==> config.mk <==
export PLATFORM = sky130hd
export DESIGN_NAME = wb_writer
export DESIGN_NICKNAME = d
export VERILOG_FILES = /design/src/rtl/wb_writer.sv
export SDC_FILE = /design/constraint.sdc
export NUM_CORES = 1
export LEC_CHECK = 0
export ABC_AREA = 1
export CORE_ASPECT_RATIO = 0.75
export CORE_MARGIN = 2
export CORE_UTILIZATION = 48
export CTS_CLUSTER_DIAMETER = 120
export DETAILED_ROUTE_END_ITERATION = 10
export PLACE_DENSITY = 0.87
export SYNTH_ARGS = -nofsm -noshare
export SYNTH_HDL_FRONTEND = slang
export SYNTH_SLANG_ARGS = --single-unit
==> constraint.sdc <==
create_clock -name clk -period 4.4 [get_ports clk]
set_input_delay 0.88 -clock clk [delete_from_list [all_inputs] [get_ports clk]]
set_output_delay 0.88 -clock clk [all_outputs]
set_load 0.03 [all_outputs]
==> src/rtl/wb_writer.sv <==
// wb_writer: MIPS32 writeback stage. It holds the MEM/WB register, extracts
// load data, selects the result and arbitrates the single GPR write port
// between the pipeline and the multiply/divide unit. It also counts retired
// instructions for debug.
module wb_writer (
    input  logic        clk,
    input  logic        reset,
    input  logic        mem_valid,
    input  logic        mem_we,
    input  logic [4:0]  mem_a3,
    input  logic [1:0]  mem_src,
    input  logic [31:0] mem_alu,
    input  logic [31:0] mem_rdata,
    input  logic [31:0] mem_pc,
    input  logic [2:0]  mem_ltype,
    input  logic        flush,
    input  logic        md_req,
    input  logic [4:0]  md_a3,
    input  logic [31:0] md_wd,
    output logic        md_ack,
    output logic        wb_hold,
    output logic [4:0]  rf_a3,
    output logic [31:0] rf_wd3,
    output logic        rf_we3,
    output logic [31:0] retired
);

    typedef struct packed {
        logic        valid;
        logic        we;
        logic [4:0]  a3;
        logic [31:0] wd;
    } wb_entry_t;

    localparam logic [1:0] SRC_LOAD = 2'b01;
    localparam logic [1:0] SRC_PC8  = 2'b10;

    localparam logic [2:0] LT_LH  = 3'b001;
    localparam logic [2:0] LT_LHU = 3'b010;
    localparam logic [2:0] LT_LB  = 3'b011;
    localparam logic [2:0] LT_LBU = 3'b100;

    wb_entry_t   wb;
    logic [1:0]  starve;
    logic [15:0] ld_half;
    logic [7:0]  ld_byte;
    logic [31:0] ld_data;
    logic [31:0] result;
    logic        pipe_own;

    // Load extraction: pick the addressed half/byte (little-endian) and extend
    always_comb begin
        ld_half = mem_alu[1] ? mem_rdata[31:16] : mem_rdata[15:0];
        case (mem_alu[1:0])
            2'd0:    ld_byte = mem_rdata[7:0];
            2'd1:    ld_byte = mem_rdata[15:8];
            2'd2:    ld_byte = mem_rdata[23:16];
            default: ld_byte = mem_rdata[31:24];
        endcase
        case (mem_ltype)
            LT_LH:   ld_data = {{16{ld_half[15]}}, ld_half};
            LT_LHU:  ld_data = {16'h0000, ld_half};
            LT_LB:   ld_data = {{24{ld_byte[7]}}, ld_byte};
            LT_LBU:  ld_data = {24'h000000, ld_byte};
            default: ld_data = mem_rdata;
        endcase
    end

    // Writeback result select; PC+8 wraps naturally at 32 bits
    always_comb begin
        case (mem_src)
            SRC_LOAD: result = ld_data;
            SRC_PC8:  result = mem_pc + 32'd8;
            default:  result = mem_alu;
        endcase
    end

    // MEM/WB register: a held or flushed cycle latches a bubble
    always_ff @(posedge clk) begin
        if (reset)
            wb <= '0;
        else if (flush || wb_hold)
            wb <= '0;
        else
            wb <= '{valid: mem_valid, we: mem_we, a3: mem_a3, wd: result};
    end

    // Starvation counter: consecutive un-acked MDU request cycles, saturating
    always_ff @(posedge clk) begin
        if (reset)
            starve <= 2'd0;
        else if (md_req && !md_ack)
            starve <= (starve == 2'd3) ? 2'd3 : starve + 2'd1;
        else
            starve <= 2'd0;
    end

    // Stall upstream once the MDU has waited long enough; registered state only
    assign wb_hold = (starve == 2'd3);

    // Retired-instruction counter: every valid WB entry, writing or not
    always_ff @(posedge clk) begin
        if (reset)
            retired <= 32'd0;
        else if (wb.valid)
            retired <= retired + 32'd1;
    end

    assign pipe_own = wb.valid && wb.we && (wb.a3 != 5'd0);

    // Write-port arbitration: pipeline first, MDU second; writes to $0 are
    // acked to the MDU but never enabled
    always_comb begin
        rf_we3 = 1'b0;
        rf_a3  = 5'd0;
        rf_wd3 = 32'd0;
        md_ack = 1'b0;
        if (pipe_own) begin
            rf_we3 = 1'b1;
            rf_a3  = wb.a3;
            rf_wd3 = wb.wd;
        end else if (md_req) begin
            md_ack = 1'b1;
            rf_we3 = (md_a3 != 5'd0);
            rf_a3  = md_a3;
            rf_wd3 = md_wd;
        end
    end

endmodule

==> flow_summary.toml, run 1 <==
[worst_setup_path]
crit_chain = "nor3_1 > nand3_1 > nand2_1 > clkinv_1 > a22o_1 > clkdlybuf4s50_1"
ff2ff_path_depth = 6
slowest_stage = "clkinv_1"
r2r_end = "starve[1]"
cp.required_ns = 3.52
slowest_delay_ns = 0.87
worst-path-buf-inv = 2
path_max_fanout = 35
criticalPathCategory = "flop to output port"
start_kind = "flop"
critical_path.top_delay_family = "buffers and inverters"
crit_path_end_kind = "output port"
arrival_ns = 3.15
reg2reg_from = "wb[34]"
r2r_slack_ns = 2.15

[route]
drtPass1Iterations = 5
drc = 0
ant_nets = 0
avgRoutedWirePerCell_um = 16.0
viasPerCell = 5.44
drt_iter0_drc = 737
drt_wl_total_mm = 20.8
routed-via-count = 7098

[clocking]
clockBufferDepth = 2
cts.sinks = 73
postCtsSetupRepairBufs = 0
clkTransAtPathRegs_ns = 0.06
clk_latency_ns = 0.33
cts_tree = "built"
post_cts.resized_instances = 0
clockRootBuffer = "clkbuf_16"
numCtsBuffers = 9
holdBufCountCts = 0
htree_num_levels = 3

[floorplan]
core_um2 = 11100
io_pins = 221
initial_utilization_pct = 49.9
die_y_um = 97.1
die_area_um2 = 12400
core.rowCount = 33
die_w_um = 128

[flow_run]
drv_cap = 0

[timing]
hold_viol = 0
rsz0062_at_grt = "false"
max_freq_mhz = 248
setup_viol = 0
tightest_slew_ns = 1.10
tns_ns = 0
skew_ns = 0.00997
fin_crit_sh_pct = 91.5
maxSlewViolCount = 0
holdWs_ns = 0.471
relSlewSlack_pct = 26.1
fin_crit_ns = 4.03

[yosys]
yosys_warnings = 0
yosysSeqAreaShare_pct = 26.4
yosys.area.top_type = "dfxtp_1"
synth_common_cells = "nand2_1 (228), nor2_1 (159), inv_1 (125)"
synthTopCellsByArea = "dfxtp_1 (26%), nand2_1 (15%), nor2_1 (11%), inv_1 (8.5%), nand3_1 (8.2%)"
syn_area_um2 = 5540
synth.most_common_cell = "nand2_1"
ys_seq_elements = 73
syn_inst = 954
synth_edf_count = 0
synth.avg_cell_area_um2 = 5.81
ys.flop_type = "dfxtp_1"
synth_top_area_share_pct = 26.4
ys_types = 41
synthArstFlopShare_pct = 0
synth_fp_nets = 1107

[final_layout]
fin_nets = 1312
drive_gt1_share_pct = 4.04
diodes = 0
finalNonFillerCells = 1304
area_growth_pct = 46.4
n_fill_cell = 965

[worst_hold_path]
min_path_cells = 1
hp-class = "flop to flop"
min_from = "starve[0]"
min_to = "starve[0]"

[placed_design]
gp_congestion = 1.00
port_buffers = 220
dp_cells = 1288
dp_hpwl_mm = 16.6

[run_status]
status = "completed"

[grt]
gr-total-overflow = 0
gr-usage-all-layers_pct = 33.8
grt_pass1_wl_mm = 33.4
antenna_found_initial = 0
grt_pass1_vias = 6577
grt_max_degree = 48

[power]
power_leakage_nw = 3.51
peakVddDrop_mv = 0.187
powerDensity_nw_per_um2 = 235
## metal layers
metal	track usage, %	up-vias	routed length [um]
met1	46.6	3154	9160
met5	0	-	0
met3	9.86	46	2350
met2	51.1	402	8790
met4	9.72	0	545
li1	-	3496	-
## layout make-up
type,instances,area [um2],share of cell area (%)
clock inverters,6,42.5,0.524
multi-input cells,712,3410,42.0
repair buffers,229,2290,28.3
well taps,140,175,2.16
flip-flops and latches,73,1460,18.0
clock buffers,10,229,2.82
inverters,134,507,6.24
## how the worst max path moves through the flow
stage / start / endpoint / depth (start not counted)
6_report: wb[34] / rf_wd3[26] / 6
5_1_grt: wb[38] / rf_wd3[23] / 6
4_1_cts: wb[34] / rf_wd3[23] / 6
3_5_place_dp: md_req / rf_wd3[18] / 6
3_3_place_gp: md_req / rf_wd3[12] / 6
2_1_floorplan: md_req / rf_a3[0] / 5
## flip-flops by register name, indices dropped and copies added, names as in the netlist
register,count
starve,2
wb,39
retired,32
## power breakdown
part           internal (mW)  switching (mW)  total [mW]
Clock                  0.383           0.293       0.676
Combinational          0.244           0.290       0.535
Sequential             0.683          0.0107       0.693
## metrics by stage
stage | worst slack, ns | util [%] | power, mW | area (um2)
2_1_floorplan | 1.76 | - | 0.968 | 5540
3_3_place_gp | 0.575 | 70.6 | 1.22 | 7840
3_5_place_dp | 0.508 | 70.6 | 1.23 | 7840
4_1_cts | 0.373 | 73.1 | 1.89 | 8120
5_1_grt | 0.187 | 73.1 | 1.97 | 8120
6_report | 0.373 | 73.1 | 1.90 | 8120
## cells in the final DEF (no fill, tap or decap), drive strengths merged, types with 5 or more instances in the layout
cell type	instances
clkinv	8
inv	130
nand2	230
nand4	9
nand3	97
nor3	11
dfxtp	73
o21bai	7
a22o	33
buf	9
nor2	164
o211ai	6
a21oi	73
o21a	5
clkdlybuf4s50	220
o21ai	55
clkbuf	10
## logic make-up after synthesis
logic type	count (synthesis)	synth area share, %
simple gates	520	40.1
compound gates	185	20.0
buf+inv	169	12.2
flops	73	26.4
fa+ha+maj	4	0.903
xor+xnor	3	0.474
Power figures use the tool's default switching activity.
==> inputs of run 2 (changes only) <==
--- a/config.mk
+++ b/config.mk
@@ -6,6 +6,7 @@
 export NUM_CORES = 1
 export LEC_CHECK = 0
 export ABC_AREA = 1
+export CAP_MARGIN = 20
 export CORE_ASPECT_RATIO = 0.75
 export CORE_MARGIN = 2
 export CORE_UTILIZATION = 48
==> flow_summary.toml, run 2 (same netlist as run 1, synthesis figures left out) <==
[timing]
holdWs_ns = 0.470
tns_ns = 0
skew_ns = 0.00727
fin_crit_sh_pct = 88.8
fin_crit_ns = 3.91
tightest_slew_ns = 0.761
maxSlewViolCount = 0
hold_viol = 0
max_freq_mhz = 256
relSlewSlack_pct = 49.1
rsz0062_at_grt = "false"
setup_viol = 0

[power]
p_seq_share_pct = 36.4
clockPowerShare_pct = 35.4
combPwrFrac_pct = 28.2
swShare_pct = 31.2
peakVddDrop_mv = 0.187
powerDensity_nw_per_um2 = 234
p_int_mw = 1.31
power_leakage_nw = 3.52
power_switching_mw = 0.594

[grt]
gr-total-overflow = 0
grt_max_degree = 48
antenna_found_initial = 0
grt_pass1_wl_mm = 33.4
gr-usage-all-layers_pct = 33.8
grt_pass1_vias = 6577

[route]
routed-via-count = 7104
drt_wl_total_mm = 20.9
avgRoutedWirePerCell_um = 16.0
viasPerCell = 5.44
drt_iter0_drc = 652
drc = 0
ant_nets = 0
drtPass1Iterations = 7

[final_layout]
diodes = 0
largest_register_ffs = 39
final_cell_mix = "nand2_1 (228), clkdlybuf4s50_1 (220), nor2_1 (159)"
seq_area_um2 = 1460
drive_gt1_share_pct = 4.12
multiInputGateArea_um2 = 3410
n_fill_cell = 961
layout_commonest_cell = "nand2_1"
area_growth_pct = 46.9
top_register = "wb"
fin_nets = 1313
reg_top3 = "wb: 39 flops, retired: 32 flops, starve: 2 flops"

[clocking]
clk_latency_ns = 0.33
clockBufferDepth = 2
post_cts.resized_instances = 0
cts.sinks = 73
numCtsBuffers = 9
holdBufCountCts = 0
cts_tree = "built"
htree_num_levels = 3
clkTransAtPathRegs_ns = 0.06
clockRootBuffer = "clkbuf_16"
postCtsSetupRepairBufs = 0

[worst_setup_path]
slowest_stage = "clkdlybuf4s50_1"
criticalPathCategory = "input port to output port"
crit_chain = "clkdlybuf4s50_1 > nand2_1 > clkinv_1 > buf_12 > a22o_1 > clkdlybuf4s50_1"
crit_path_end_kind = "output port"
crit_top_cell = "clkdlybuf4s50_1"
start_kind = "input port"
cp.required_ns = 3.52
arrival_ns = 3.03
path_max_fanout = 21
slowest_delay_ns = 0.59

[floorplan]
io_pins = 221
die_w_um = 128
core_um2 = 11100
initial_utilization_pct = 49.9
die_y_um = 97.1
die_area_um2 = 12400
core.rowCount = 33

[placed_design]
port_buffers = 220
dp_hpwl_mm = 16.6
gp_congestion = 1.00

[flow_run]
drv_cap = 0

[worst_hold_path]
hp-class = "flop to flop"

[run_status]
status = "completed"
## run 2: final timing paths
kind / start / end / slack (ns) / cells past startpoint
setup / recovery: md_req / rf_wd3[19] / 0.49 / 6
hold / removal: starve[0] / starve[0] / 0.47 / 1
setup reg to reg: wb[38] / retired[26] / 2.55 / 8
hold reg to reg: starve[0] / starve[0] / 0.47 / 1
## run 2: power groups by stage
stage / logic, mW / registers (mW) / clock network, mW
2_1_floorplan: 0.264 / 0.704 / 0
3_3_place_gp: 0.515 / 0.707 / 0
3_5_place_dp: 0.521 / 0.707 / 0
4_1_cts: 0.524 / 0.693 / 0.676
5_1_grt: 0.577 / 0.694 / 0.704
6_report: 0.536 / 0.693 / 0.675
## run 2: per-stage QoR
stage,instances,power [mW],cell area [um2],util [%],setup WS [ns]
finish,1305,1.90,8140,73.3,0.492
global route,1305,1.98,8140,73.3,0.385
CTS,1304,1.89,8120,73.1,0.373
detailed placement,1288,1.23,7840,70.6,0.508
global placement,1288,1.22,7840,70.6,0.575
floorplan,954,0.968,5540,-,1.76
## run 2: final cells by class
cell class	instances	area share [%]
Multi-Input combinational cell	712	41.8
Timing Repair Buffer	230	28.5
Sequential cell	73	17.9
Inverter	134	6.22
Clock buffer	10	2.81
Tap cell	140	2.15
Clock inverter	6	0.522
## run 2: worst max-delay path, delay by kind of cell
family / cells / cell delay [ns]
compound gates: 1 / 0.19
buf+inv: 4 / 1.81
simple gates: 1 / 0.13
## run 2: per-layer routing
metal  part of all wire (%)  wire length (um)  track usage (%)
met1                     44              9160             46.6
met2                     43              8900             51.1
met3                     11              2390             9.86
met4                    2.3               483             9.72
met5                      0                 0                0
==> inputs of run 3 (changes only) <==
--- a/config.mk
+++ b/config.mk
@@ -9,10 +9,11 @@
 export CAP_MARGIN = 20
 export CORE_ASPECT_RATIO = 0.75
 export CORE_MARGIN = 2
-export CORE_UTILIZATION = 48
+export CORE_UTILIZATION = 49
+export CTS_BUF_LIST = sky130_fd_sc_hd__clkbuf_8
 export CTS_CLUSTER_DIAMETER = 120
 export DETAILED_ROUTE_END_ITERATION = 10
-export PLACE_DENSITY = 0.87
+export PLACE_DENSITY = 0.89
 export SYNTH_ARGS = -nofsm -noshare
 export SYNTH_HDL_FRONTEND = slang
 export SYNTH_SLANG_ARGS = --single-unit
==> flow_summary.toml, run 3 (same netlist as run 1, synthesis figures left out) <==
[final_layout]
drive_gt1_share_pct = 4.03
n_fill_cell = 928
layout_commonest_cell = "nand2_1"
fin_nets = 1313
reg_top3 = "wb: 39 flops, retired: 32 flops, starve: 2 flops"
diodes = 0
area_growth_pct = 45.1
final_cell_mix = "nand2_1 (228), clkdlybuf4s50_1 (220), nor2_1 (159)"
largest_register_ffs = 39
top_register = "wb"
final_cell_area_um2 = 8050
finalNonFillerCells = 1305

[clocking]
clkTransAtPathRegs_ns = 0.07
clk_latency_ns = 0.36
postCtsSetupRepairBufs = 0
clockBufferDepth = 2
holdBufCountCts = 0
cts_tree = "built"
post_cts.resized_instances = 0
numCtsBuffers = 9
htree_num_levels = 3
cts.sinks = 73
clockRootBuffer = "clkbuf_8"

[placed_design]
dp_cells = 1288
port_buffers = 220
dp_hpwl_mm = 17.2
placed_area_um2 = 7830
gp_congestion = 1.04
dpl_worst_slack_ns = 0.756

[route]
drt_iter0_drc = 811
drc = 0
drtPass1Iterations = 5
routed-via-count = 7150
avgRoutedWirePerCell_um = 16.5
viasPerCell = 5.48
ant_nets = 0
drt_wl_total_mm = 21.5

[power]
swShare_pct = 32.2
clockPowerShare_pct = 29.6
powerDensity_nw_per_um2 = 217
power_leakage_nw = 3.49
p_int_mw = 1.18
p_seq_share_pct = 39.8
power_switching_mw = 0.562
combPwrFrac_pct = 30.6
peakVddDrop_mv = 0.146

[timing]
rsz0062_at_grt = "false"
hold_viol = 0
setup_viol = 0
skew_ns = 0.0176
relSlewSlack_pct = 42.2
tns_ns = 0
tightest_slew_ns = 0.865
fin_crit_ns = 3.70
maxSlewViolCount = 0
fin_crit_sh_pct = 84.2
fin_ws_ns = 0.697
max_freq_mhz = 270

[grt]
grt_pass1_vias = 6296
grt_pass1_wl_mm = 32.9
gr-usage-all-layers_pct = 34.6
antenna_found_initial = 0
gr-total-overflow = 0
grt_max_degree = 48

[floorplan]
core.rowCount = 33
initial_utilization_pct = 50.5
die_y_um = 96.1
io_pins = 221
core_um2 = 11000
die_area_um2 = 12200
die_w_um = 127

[flow_run]
drv_cap = 0

[worst_setup_path]
path_max_fanout = 29
criticalPathCategory = "input port to output port"
cp.required_ns = 3.52
start_kind = "input port"
crit_path_end_kind = "output port"
arrival_ns = 2.82

[run_status]
status = "completed"

[worst_hold_path]
hp-class = "flop to flop"
run 3: per-layer routing:
layer | vias up | routed length, um | GRT usage [%] | share of wire, %
li1 | 3497 | - | - | -
met1 | 3174 | 9310 | 48.9 | 43
met2 | 433 | 9130 | 53.4 | 43
met3 | 46 | 2530 | 7.67 | 12
met4 | 0 | 512 | 9.07 | 2.4
met5 | - | 0 | 0 | 0
run 3: cell type report:
class                   instances  area [um2]  area share [%]
clock buffers                   9         124            1.54
clock inverters                 7        63.8           0.793
inverters                     134         507            6.30
multi-input cells             712        3410            42.3
flip-flops and latches         73        1460            18.2
well taps                     140         175            2.18
repair buffers                230        2310            28.7
run 3: worst max-delay path: stages:
cell and delay [ns]:
clkdlybuf4s50_1 0.47, nand2_1 0.14, clkinv_1 0.26, buf_12 0.26, a22o_1 0.19, clkdlybuf4s50_1 0.61
run 3: power groups by stage:
stage / Combinational [mW] / Sequential (mW) / Clock [mW]
final: 0.533 / 0.693 / 0.516
after global routing: 0.571 / 0.695 / 0.548
after CTS: 0.521 / 0.693 / 0.521
after detailed placement: 0.519 / 0.708 / 0
after global placement: 0.513 / 0.708 / 0
after floorplan: 0.264 / 0.704 / 0
run 3: path summary, 6_finish.rpt:
check | start | to | slack (ns) | cells after the start
max reg2reg | retired[0] | retired[26] | 2.51 | 8
min | starve[0] | starve[0] | 0.47 | 1
max | md_req | rf_a3[4] | 0.70 | 6
min reg2reg | starve[0] | starve[0] | 0.47 | 1
run 3: metrics by stage:
| stage | hold slack (ns) | utilization (%) | power, mW |
|---|---|---|---|
| floorplan | 0.433 | - | 0.968 |
| finish | 0.466 | 73.3 | 1.74 |
| global placement | 0.448 | 71.3 | 1.22 |
| CTS | 0.463 | 73.0 | 1.73 |
| detailed placement | 0.453 | 71.3 | 1.23 |
| global route | 0.482 | 73.3 | 1.81 |
==> RTL edit 1: new RTL, flow settings as in run 3 <==
Make the reset (`reset`) asynchronous in 3 clocked blocks.
--- a/src/rtl/wb_writer.sv
+++ b/src/rtl/wb_writer.sv
@@ -76,7 +76,7 @@
     end
 
     // MEM/WB register: a held or flushed cycle latches a bubble
-    always_ff @(posedge clk) begin
+    always_ff @(posedge clk or posedge reset) begin
         if (reset)
             wb <= '0;
         else if (flush || wb_hold)
@@ -86,7 +86,7 @@
     end
 
     // Starvation counter: consecutive un-acked MDU request cycles, saturating
-    always_ff @(posedge clk) begin
+    always_ff @(posedge clk or posedge reset) begin
         if (reset)
             starve <= 2'd0;
         else if (md_req && !md_ack)
@@ -99,7 +99,7 @@
     assign wb_hold = (starve == 2'd3);
 
     // Retired-instruction counter: every valid WB entry, writing or not
-    always_ff @(posedge clk) begin
+    always_ff @(posedge clk or posedge reset) begin
         if (reset)
             retired <= 32'd0;
         else if (wb.valid)
Behaviour: differs if reset is asserted again (counterexample within 4 cycles, from zero or initial values and one cycle with reset high); with reset held inactive, the same outputs for 10 cycles.
==> RTL edit 1 against run 3 <==
Synthesized area increased by 3.5%. Fmax decreased by 2.3%. Hold slack got worse by 0.0021 ns. Power increased by 19%. Sequential cell count unchanged. Count of clock-buffer cells in the layout increased by 1. Final area increased by 2.4%. Setup slack got worse by 0.087 ns. Critical path depth decreased by 1. Cell count decreased by 6.6%. Synthesized cell count decreased by 9.7%. Wire length decreased by 3.1%. Global-route usage decreased by 1.2 points. Non-clock buffer count decreased by 4. Critical path type unchanged. Largest cell class unchanged. Largest power group unchanged.
==> RTL edit 1: results (changes against run 3) <==
Parameter                              Value

Route
  Number of violations reported at the end of detailed-routing iteration 0 ... 731 (-9.9%)
  Post-detailed-route via-to-cell ratio ... 5.52 (+0.81%)
  Initial DRT Pass Iterations ... 7 (+2)
  Count of vias placed by the detailed router ... 6,733 (-5.8%)
  Average wire length per cell after detail routing ... 17.1 microns (+3.7%)

Global routing
  GRT Resource Usage Total ... 33.4% (-1.2 points)
  Number of global-route vias before repair ... 6,140 (-2.5%)
  Initial antenna violation count ... 0 (unchanged)
  Global-route wire length before repair ... 32,500 microns (-1.3%)
  Pin count of the biggest net entering global routing ... 74 (+54%)

Min path
  Startpoint of the lowest-slack hold path ... retired[31]
  Endpoint of the worst hold path ... retired[31]

Layout
  # fillers ... 930 (+0.22%)
  Layout cell share with drive strength beyond 1 ... 6.98% (+2.9 points)

Synthesis
  Post-Synthesis Mean Instance Area ... 6.66 sq um (+15%)
  Sequential fraction of the synthesis area ... 31.8% (+5.5 points)
  Fraction of registers with async set or reset after synthesis ... 100% (+100 points)
  Net count after synthesis ... 1,014 (-8.4%)
  Top post-synthesis cells by area ... dfrtp_1 32%, nand2_1 13%, nor2_1 8.4%, inv_1 6.5%, nand3_1 6.2%
  Most common library cells after synthesis ... 201 x nand2_1, 129 x nor2_1, 99 x inv_1
  Commonest register cell after synthesis ... dfrtp_1

Power and ir drop
  Worst supply voltage drop on vdd ... 0.000223 V (+53%)
  Leakage power summed over all cells ... 0.00377 uW (+7.9%)
  Switching power share of the total ... 34.2% (+2.0 points)
  Relative contribution of sequential cells to total power ... 37.3% (-2.5 points)

Worst setup path
  Worst reg2reg path depth ... 7 (-1)
  R2r endpoint ... retired[24]
  Destination of the critical timing path ... rf_wd3[24]
  Reg-to-reg critical path startpoint ... retired[0]
  Top fanout value on the critical path ... 36 (+24%)
  CP arrival ... 2.91 ns (+0.09 ns)
  Crit path from ... md_req
  Reg-to-reg setup timing slack ... 2.60 ns (+0.09 ns)
  Stage delay of the slowest cell on the critical path ... 0.70 ns (+0.09 ns)

Timing
  Final TNS setup ... 0 ns (unchanged)
  Worst slew margin relative to its limit ... 34.9% (-7.3 points)
  Highest clock frequency the design can meet ... 264 MHz (-2.3%)
  Worst-case clock skew ... 0.00692 ns (-0.0107 ns)

Placement
  Routability Congestion ... 0.980 (-6.2%)
  Post-placement cell area ... 8010 sq um (+2.2%)
  Hpwl dp ... 16,600 microns (-3.6%)
  Placed insts ... 1,202 (-6.7%)
  Pre-CTS setup slack ... 0.650 ns (-0.106 ns)

Status
  Run status ... completed
-- RTL edit 1: cell count changes after synthesis, moves of 26 or more --
| cell | before | now |
|---|---|---|
| a21oi_1 | 73 | 42 |
| dfrtp_1 | 0 | 73 |
| dfxtp_1 | 73 | 0 |
| inv_1 | 125 | 99 |
| nand2_1 | 228 | 201 |
| nor2_1 | 159 | 129 |
-- RTL edit 1: cell type report --
type	instances	area [sq um]	share of cell area, %
multi-input combinational	649	3340	40.5
timing repair buffer	226	2250	27.3
sequential	73	1830	22.2
inverter	110	417	5.06
tap	144	180	2.19
clock buffer	10	138	1.67
clock inverter	6	90.1	1.09
antenna	1	2.50	0.0304
-- RTL edit 1: cells by family (layout without fill, tap and decap cells) --
family / after synthesis / count (layout) / synth area share (%)
other cells: 0 / 1 / 0
fa+ha+maj: 4 / 4 / 0.872
simple gates: 468 / 468 / 36.7
xor+xnor: 29 / 29 / 4.43
flops: 73 / 73 / 31.8
compound gates: 148 / 148 / 16.1
buf+inv: 139 / 352 / 10.0
-- RTL edit 1: power by group through the flow --
stage / combinational, uW / clock [uW] / sequential [uW]
after floorplan: 331 / 0 / 818
after global placement: 681 / 0 / 787
after detailed placement: 692 / 0 / 788
after CTS: 695 / 605 / 775
after global routing: 764 / 632 / 782
final: 707 / 597 / 777
-- RTL edit 1: layer usage --
metal,track usage [%],part of all wire [%],up-vias
li1,-,-,3225
met1,47.3,43,3049
met2,50.7,43,407
met3,9.47,12,52
met4,8.53,2.5,0
met5,0,0,-
-- RTL edit 1: metrics by stage --
stage,hold WS (ns),utilization [%],power [uW]
finish,0.464,71.7,2080
global route,0.478,71.7,2180
CTS,0.471,71.7,2070
detailed placement,0.457,69.7,1480
global placement,0.453,69.7,1470
floorplan,0.443,-,1150
==> RTL edit 2: new RTL, settings of run 3 <==
Without the edit above. Put one more register stage on the output `retired`, without a reset. The value now appears one clock later. The other outputs are not delayed to match.
--- a/src/rtl/wb_writer.sv
+++ b/src/rtl/wb_writer.sv
@@ -39,6 +39,8 @@
     localparam logic [2:0] LT_LHU = 3'b010;
     localparam logic [2:0] LT_LB  = 3'b011;
     localparam logic [2:0] LT_LBU = 3'b100;
+
+    logic [31:0] retired_s0;
 
     wb_entry_t   wb;
     logic [1:0]  starve;
@@ -101,9 +103,9 @@
     // Retired-instruction counter: every valid WB entry, writing or not
     always_ff @(posedge clk) begin
         if (reset)
-            retired <= 32'd0;
+            retired_s0 <= 32'd0;
         else if (wb.valid)
-            retired <= retired + 32'd1;
+            retired_s0 <= retired_s0 + 32'd1;
     end
 
     assign pipe_own = wb.valid && wb.we && (wb.a3 != 5'd0);
@@ -127,5 +129,9 @@
         end
     end
 
+    always_ff @(posedge clk) begin
+        retired <= retired_s0;
+    end
+
 endmodule
 
Function: changed (a bounded check fails within 4 cycles, from zero or initial values and one cycle with reset high).
==> RTL edit 2 against run 3 <==
Final area grew 9.0%. Synthesized area increased by 13%. Largest power group unchanged. Core utilization shrank 2.3 points. Combinational power increased by 3%. Sequential cell count is 32 higher. Power up 24%. Setup slack got worse by 0.12 ns. Highest routed layer unchanged. Wire length up 10%.
==> RTL edit 2: results (changes against run 3) <==
Parameter                              Value

Status
  Run status ... completed

Clock network
  Clock transition time at the flip-flop clock pins of the worst setup and hold paths ... 0.12 ns (+0.05 ns)
  Clock latency reported for the late side of the worst-skew pair ... 0.39 ns (+0.03 ns)

Synthesis
  Most common library cells after synthesis ... 247 x nand2_1, 173 x nor2_1, 109 x inv_1
  Post-Synthesis Mean Instance Area ... 6.29 sq um (+8.2%)
  Top post-synthesis cells by area ... dfxtp_1 34%, nand2_1 15%, nor2_1 10%, nand3_1 7.8%, inv_1 6.5%
  Sequential fraction of the synthesis area ... 33.6% (+7.3 points)
  Net count after synthesis ... 1,147 (+3.6%)

Global routing
  Initial antenna violation count ... 1 (+1)

Layout
  Registers with the highest flip-flop counts ... wb: 39 flops, retired: 32 flops, retired_s0: 32 flops
  Layout cell share with drive strength beyond 1 ... 5.32% (+1.3 points)
  Final nets ... 1,351 (+2.9%)

Worst setup path
  Worst reg2reg path depth ... 10 (+2)
  Top fanout value on the critical path ... 36 (+24%)
  CP arrival ... 2.94 ns (+0.12 ns)
  Reg-to-reg setup timing slack ... 2.53 ns (+0.02 ns)
  Reg-to-reg critical path startpoint ... retired_s0[0]

Route
  Post-detailed-route via-to-cell ratio ... 5.49 (+0.12%)
  Count of vias placed by the detailed router ... 7,510 (+5.0%)
  Initial DRT Pass Iterations ... 6 (+1)

Placement
  Routability Congestion ... 1.00 (-4.1%)

Power and ir drop
  Worst supply voltage drop on vdd ... 0.000180 V (+24%)
  Leakage power summed over all cells ... 0.00368 uW (+5.5%)
  Net switching power figure ... 718 uW (+28%)

Timing
  Worst slew margin relative to its limit ... 47.0% (+4.9 points)

Min path
  Startpoint of the lowest-slack hold path ... retired_s0[31]
  Endpoint of the worst hold path ... retired[31]
==> RTL edit 2: cell count changes after synthesis, sizes merged, moves of 5 or more <==
cell / change
nand3: +8
dfxtp: +32
a21oi: -23
o21ai: -5
inv: -10
nand2: +25
nor2: +12
==> RTL edit 2: routing by layer <==
layer,vias to the layer above,track usage (%),routed length (microns),share of wire (%)
li1,3620,-,-,-
met4,0,9.47,500,2.1
met1,3421,49.2,10500,45
met5,-,0,0,0
met3,45,8.28,2460,10
met2,424,53.3,10100,43
==> RTL edit 2: kinds of logic after synthesis <==
logic type               share of synthesized area (%)
AND/OR/NAND/NOR                                   38.8
buffers and inverters                             10.2
AO/OA/AOI/OAI                                     15.5
flip-flops                                        33.6
XOR/XNOR                                          1.12
adder cells (fa/ha/maj)                          0.801
==> RTL edit 2: how the worst max path moves through the flow <==
| stage | end | startpoint | cells after the start | slack [ns] |
|---|---|---|---|---|
| after floorplan | rf_a3[0] | md_req | 5 | 1.78 |
| after global placement | rf_wd3[22] | md_req | 5 | 0.73 |
| after detailed placement | rf_wd3[10] | md_req | 5 | 0.62 |
| after CTS | rf_wd3[10] | md_req | 5 | 0.62 |
| after global routing | rf_a3[1] | md_req | 6 | 0.47 |
| final | rf_wd3[10] | md_req | 5 | 0.58 |
==> RTL edit 2: through the flow <==
| step | setup WS, ns | hold slack (ns) | power (uW) | utilization [%] |
|---|---|---|---|---|
| finish | 0.577 | 0.376 | 2170 | 71.0 |
| global route | 0.474 | 0.390 | 2260 | 71.0 |
| CTS | 0.621 | 0.378 | 2160 | 71.0 |
| detailed placement | 0.619 | 0.365 | 1540 | 69.3 |
| global placement | 0.728 | 0.356 | 1540 | 69.3 |
| floorplan | 1.78 | 0.346 | 1270 | - |
==> RTL edit 2: power by group through the flow <==
stage | registers (uW) | clock network [uW] | logic [uW]
detailed placement | 1000 | 0 | 537
global route | 984 | 688 | 589
finish | 981 | 637 | 549
CTS | 981 | 639 | 539
global placement | 1000 | 0 | 533
floorplan | 1000 | 0 | 274
==> RTL edit 2: cell type report <==
class                           count  area (sq um)
Clock inverter                      7          91.3
Inverter                          122           458
Timing Repair Buffer              228          2270
Clock buffer                        9           124
Tap cell                          166           208
Multi-Input combinational cell    732          3510
Sequential cell                   105          2100
Fill cell                        1048          3580
==> RTL edit 2: critical path: stages <==
cell,delay (ns)
clkdlybuf4s50_1,0.52
nand2_1,0.11
inv_2,0.51
a22o_1,0.24
clkdlybuf4s50_1,0.68
